$ cat config.mk
export PLATFORM = sky130hd
export DESIGN_NAME = countdown_controller
export DESIGN_NICKNAME = d
export VERILOG_FILES = /design/src/rtl/countdown_pkg.sv /design/src/rtl/blink_tick.sv /design/src/rtl/countdown_controller.sv
export SDC_FILE = /design/constraint.sdc
export NUM_CORES = 1
export LEC_CHECK = 0
export CAP_MARGIN = 20
export CELL_PAD_IN_SITES_DETAIL_PLACEMENT = 2
export CELL_PAD_IN_SITES_GLOBAL_PLACEMENT = 2
export CORE_ASPECT_RATIO = 0.5
export CORE_MARGIN = 1
export CORE_UTILIZATION = 36
export CTS_CLUSTER_SIZE = 16
export DETAILED_ROUTE_END_ITERATION = 6
export PLACE_DENSITY = 0.74
export SETUP_SLACK_MARGIN = 0.15
export SLEW_MARGIN = 20
export SYNTH_ARGS = -nofsm -noshare
export SYNTH_HDL_FRONTEND = slang
export SYNTH_HIERARCHICAL = 1
export SYNTH_SLANG_ARGS = --single-unit
$ cat constraint.sdc
create_clock -name clk -period 3.1 [get_ports clk]
set_input_delay 0.465 -clock clk [delete_from_list [all_inputs] [get_ports clk]]
set_output_delay 0.465 -clock clk [all_outputs]
set_load 0.05 [all_outputs]
$ cat src/rtl/countdown_pkg.sv
// Shared encodings and sizing helpers for the countdown-timer controller.
package countdown_pkg;

   localparam int unsigned STATE_W = 2;
   localparam int unsigned DISP_W  = 2;

   typedef enum logic [STATE_W-1:0] {
      ST_IDLE    = 2'd0,
      ST_STOPPED = 2'd1,
      ST_RUN     = 2'd2,
      ST_ALARM   = 2'd3
   } state_t;

   localparam logic [DISP_W-1:0] DISP_ON  = 2'b11;
   localparam logic [DISP_W-1:0] DISP_OFF = 2'b00;

   // Clock cycles per buzzer half-period.
   function automatic int unsigned half_cycles(input int unsigned clk_hz,
                                               input int unsigned blink_hz);
      return clk_hz / (2 * blink_hz);
   endfunction

endpackage

$ cat src/rtl/blink_tick.sv
// Alarm blink prescaler with toggle counter; held cleared while restart is high.
// phase is the buzzer level that applies after the current edge and expired
// flags the edge that completes the final toggle.
module blink_tick #(
   parameter int unsigned HALF    = 4,
   parameter int unsigned TOGGLES = 4
) (
   input  logic clk,
   input  logic reset,
   input  logic restart,
   output logic phase,
   output logic expired
);

   localparam int unsigned PRE_W = (HALF > 1) ? $clog2(HALF) : 1;
   localparam int unsigned CNT_W = $clog2(TOGGLES + 1);

   logic [PRE_W-1:0] pre;
   logic [CNT_W-1:0] cnt;
   logic             wrap;

   assign wrap    = !restart && (pre == PRE_W'(HALF - 1));
   // Buzzer is high while an even number of toggles has completed.
   assign phase   = ~(cnt[0] ^ wrap);
   assign expired = wrap && (cnt == CNT_W'(TOGGLES - 1));

   // Prescaler and toggle counter; both restart from zero on ALARM entry.
   always_ff @(posedge clk) begin
      if (reset || restart) begin
         pre <= '0;
         cnt <= '0;
      end else if (wrap) begin
         pre <= '0;
         cnt <= cnt + CNT_W'(1);
      end else begin
         pre <= pre + PRE_W'(1);
      end
   end

endmodule

$ cat src/rtl/countdown_controller.sv
// Mode sequencer for the countdown timer: turns button pulses into one-cycle
// counter commands and tracks IDLE/STOPPED/RUN/ALARM with a timed alarm.
module countdown_controller
   import countdown_pkg::*;
#(
   parameter int unsigned CLK_HZ    = 50_000_000,
   parameter int unsigned BLINK_HZ  = 2,
   parameter int unsigned BUZZ_SECS = 10
) (
   input  logic                 clk,
   input  logic                 reset,
   input  logic                 start_pulse,
   input  logic                 plus_pulse,
   input  logic                 clear_pulse,
   input  logic                 time_zero,
   output logic                 cnt_enable,
   output logic                 cnt_plus,
   output logic                 cnt_clear,
   output logic                 buzzer,
   output logic [DISP_W-1:0]    disp_enable,
   output logic [STATE_W-1:0]   state_o
);

   localparam int unsigned HALF    = half_cycles(CLK_HZ, BLINK_HZ);
   localparam int unsigned TOGGLES = BUZZ_SECS * 2 * BLINK_HZ;

   state_t state;
   logic   phase;
   logic   expired;
   logic   any_pulse;

   assign any_pulse = start_pulse | plus_pulse | clear_pulse;
   assign state_o   = state;

   blink_tick #(
      .HALF    (HALF),
      .TOGGLES (TOGGLES)
   ) u_blink (
      .clk     (clk),
      .reset   (reset),
      .restart (state != ST_ALARM),
      .phase   (phase),
      .expired (expired)
   );

   // State transitions with registered command, enable and alarm outputs.
   always_ff @(posedge clk) begin
      if (reset) begin
         state       <= ST_IDLE;
         cnt_enable  <= 1'b0;
         cnt_plus    <= 1'b0;
         cnt_clear   <= 1'b0;
         buzzer      <= 1'b0;
         disp_enable <= DISP_ON;
      end else begin
         cnt_plus  <= 1'b0;
         cnt_clear <= 1'b0;
         case (state)
            ST_IDLE: begin
               if (plus_pulse) begin
                  cnt_plus <= 1'b1;
                  state    <= ST_STOPPED;
               end
            end
            ST_STOPPED: begin
               if (clear_pulse) begin
                  cnt_clear <= 1'b1;
                  state     <= ST_IDLE;
               end else if (start_pulse) begin
                  // Starting with nothing on the clock falls back to IDLE.
                  if (time_zero) begin
                     state <= ST_IDLE;
                  end else begin
                     state      <= ST_RUN;
                     cnt_enable <= 1'b1;
                  end
               end else if (plus_pulse) begin
                  cnt_plus <= 1'b1;
               end
            end
            ST_RUN: begin
               if (clear_pulse) begin
                  cnt_clear  <= 1'b1;
                  cnt_enable <= 1'b0;
                  state      <= ST_IDLE;
               end else if (time_zero) begin
                  cnt_enable  <= 1'b0;
                  buzzer      <= 1'b1;
                  disp_enable <= DISP_ON;
                  state       <= ST_ALARM;
               end else if (start_pulse) begin
                  cnt_enable <= 1'b0;
                  state      <= ST_STOPPED;
               end
            end
            ST_ALARM: begin
               if (any_pulse || expired) begin
                  buzzer      <= 1'b0;
                  disp_enable <= DISP_ON;
                  state       <= ST_IDLE;
               end else begin
                  buzzer      <= phase;
                  disp_enable <= phase ? DISP_ON : DISP_OFF;
               end
            end
            default: state <= ST_IDLE;
         endcase
      end
   end

endmodule

==> results list <==
- Detailed-route DRC error count: 0
- Once layout is done, the placed cells without fillers occupy 0.00238 mm2.
* DP HPWL: 3.89 mm
* Post-synth EDFFs: 0
* Average cell area after synthesis: 8.76 um2
- After synthesis, the largest family of logic cells by area is simple AND/OR/NAND/NOR gates.
- The first global-routing pass estimated 9.40 mm of wire.
* Clock tree skew after final layout: 0.00806 ns
- The number of slew-limit violations in the final report came to 0.
* Syn. warnings: 6
- Summed over all layers, the global routing overflow is 0.
- The tightest min-delay check is of the register to register type.
* Top library cells by usage in the layout, fill and taps aside: dfxtp_1, nor2_1, a21oi_1, nand2_1, clkdlybuf4s50_1
- Number of buffers on the longest clock path: 2
- Post-synthesis cell area: 0.00205 mm2
- After synthesis the netlist holds a flip-flop and latch count of 37.
- Overall power consumption: 1.14 mW
- The critical path is of the register to register type.
- After detailed routing, the met2 layer carries 2.59 mm of wire.
- The synthesized-area fraction occupied by ao, oa, aoi and oai cells came to 0.134.
- Leaving out fill and tap cells, the most frequent cell in the layout is dfxtp_1.
- For this run, the register share of the synthesized area comes to 0.361.
- Fmax: 381 MHz
- Fraction of registers with async set/reset: 0
- The total area inside the core boundary comes to 0.00520 mm2.
- Portion of netlist area occupied by mux cells: 0.00977
- Worst Hold Depth: 2
- Root Buffer: clkbuf_16
* Number of placement rows: 18
- # nets final: 259
- The run finished with clean final reports.
- Gate count of the mapped netlist: 234
- Cell count after placement: 308
* Worst Max-Slew Pin Slew: 0.525 ns
* Final period utilization: 0.846
- For this run, the number of standard cells in the final layout without fillers is 315.
* Endpoint class of the critical path: register
- Sorting the synthesized cells by area gives the leading types as dfxtp_1, ha_1, xnor2_1.
* Pin count of the biggest net entering global routing: 25
- The share of synthesized area in the top cell type comes to 0.361.
- H-Tree Depth: 2
- Counting the fill cells in the layout gives 577.
- The largest total area in the synthesized netlist belongs to dfxtp_1.
* Diodes inserted: 0
- The worst-case IR drop observed on VDD is 0.234 mV.
- The total count of hold-check failures in the final report came to 0.
* Full die area: 0.00602 mm2
- Of the total synthesized cell area, the portion taken by XOR and XNOR cells is 0.0684.
- Fin crit period: 2.62 ns
- Area grow syn2layout: 16.3%
- Measured along the y axis, the die boundary spans 55.4 um.
- In this run the post-CTS setup repair buffer count came out at 0.
* TritonCTS Buffers: 5
* Total negative slack: 0 ns
* Met3 wirelength from detailed routing: 158 um
- In this run the power density over the cells is 477 mW/mm2.
- The clock reaches the later pin of the worst-skew pair after 0.28 ns.
- In the global route stage, overall resource usage came out at 0.201.
- The detailed router placed 1781 vias in this run.
* CTS Sinks: 37
- Number of violations of the max-capacitance limit: 0
- In the routed layout, each cell is associated on average with a via count of 5.65.
- For the worst flop-to-flop path, the logic depth is 7.
- STA puts the critical path data arrival time at 2.82 ns.
* Share of final-layout standard cells stronger than drive strength 1: 0.102
* Resized Gates After CTS: 0
- Of the total synthesized cell area, the portion taken by AND, OR, NAND and NOR gates is 0.331.
* Required time reported for the critical path endpoint: 3.30 ns
- Iter 0 DRT Violations: 66
* Setup violators final: 0
- The worst pin sits at a relative slew slack of 0.645.
- ANT nets after route: 0
- Number of global-route vias before repair: 1940
* Count of TritonRoute iterations in the first routing pass: 4
- Post-synthesis share of cell area spent on full adders, half adders and majority gates: 0.0488
- WL final: 5.45 mm
* Max Fanout on Critical Path: 8
- Buffers placed on the I/O ports in this run total 13.
- Number of buffers inserted for hold repair after clock tree synthesis: 0
- Worst setup SP type: register
- Initial antenna violation count: 0
- Signal routing reaches up to met4.
* Post-DP Area: 0.00222 mm2
* Worst-case hold slack: 0.463 ns
- For this block, wires on met1 add up to 2.65 mm.
* DIE WIDTH: 109 um
- During I/O placement, the number of pins put on the boundary was 14.
- Clock-pin transition on the worst setup and hold timing paths: 0.06 ns
- The initial utilization of the core area, before any placement, comes to 0.394.
* CTS tree: built
- Yosys mapped the design onto 50 distinct sky130hd cell types.
* Routed wire length per instance: 17.3 um
- Most common flop cell mapped by yosys: dfxtp_1
* Synthesized netlist net count: 248
- Leakage: 0.717 nW
- Routability Congestion: 0.733
- Setup repair after global routing left no endpoint under its margin.
stage by stage:
stage | utilization | worst slack [ns]
5_1_grt | 0.458 | 0.319
3_5_place_dp | 0.427 | 0.494
2_1_floorplan | - | 0.559
6_report | 0.458 | 0.477
3_3_place_gp | 0.427 | 0.621
4_1_cts | 0.458 | 0.471
power breakdown:
group          switching (mW)  leakage [nW]  total, mW  internal [mW]
Clock                   0.198        0.0797      0.571          0.373
Combinational          0.0487         0.339     0.0813         0.0326
Sequential            0.00462         0.299      0.485          0.480
cell type report:
| type | instances | area, um2 | area share |
|---|---|---|---|
| Clock buffer | 5 | 125 | 0.0525 |
| Clock inverter | 2 | 35.0 | 0.0147 |
| Inverter | 8 | 30.0 | 0.0126 |
| Multi-Input combinational cell | 177 | 1210 | 0.509 |
| Sequential cell | 37 | 741 | 0.311 |
| Tap cell | 70 | 87.6 | 0.0367 |
| Timing Repair Buffer | 16 | 153 | 0.0640 |
worst paths after layout:
path	start	endpoint	slack (ns)
min	cnt_enable	cnt_enable	0.46
min reg2reg	cnt_enable	cnt_enable	0.46
max	u_blink/pre[16]	state_o[0]	0.48
max reg2reg	u_blink/pre[16]	state_o[0]	0.48
sequential cells by signal, indices dropped and copies added, names as in the netlist:
register	cells
u_blink/pre	24
u_blink/cnt	6
state_o	2
buzzer	1
cnt_clear	1
cnt_enable	1
cnt_plus	1
disp_enable	1
critical path, stage by stage, from the launching register on:
cell and delay [ns]:
dfxtp_1 0.38, or4_1 0.56, nor3_1 0.31, nor4bb_1 0.56, nor3b_2 0.12, o31ai_4 0.28
a21oi_1 0.13, a211oi_2 0.20
cell usage after synthesis, drive strengths merged, types with 4 or more instances:
master / n
buf: 5
xor2: 5
or3: 5
inv: 8
dfxtp: 37
xnor2: 11
nand2: 13
clkbuf: 7
nand3: 11
nand4: 8
nand4b: 4
nor3: 6
or4: 6
nor4b: 4
o31ai: 6
ha: 8
a21oi: 17
o21ai: 7
nor2: 22
nor4: 7
and3: 5
metal layers:
layer | GRT usage | up-vias
met5 | 0 | -
met4 | 0.0521 | 0
met3 | 0.0496 | 8
met2 | 0.352 | 18
met1 | 0.245 | 884
li1 | - | 871
logic make-up (layout without fill, tap and decap cells):
group	after synthesis	after routing
muxes	2	2
buffers and inverters	20	31
DFF	37	37
AOI/OAI and AO/OA	39	39
adders and majority gates	8	8
and+or+nand+nor	112	112
xor gates and xnor gates	16	16
(Power assumes the default switching activity.)
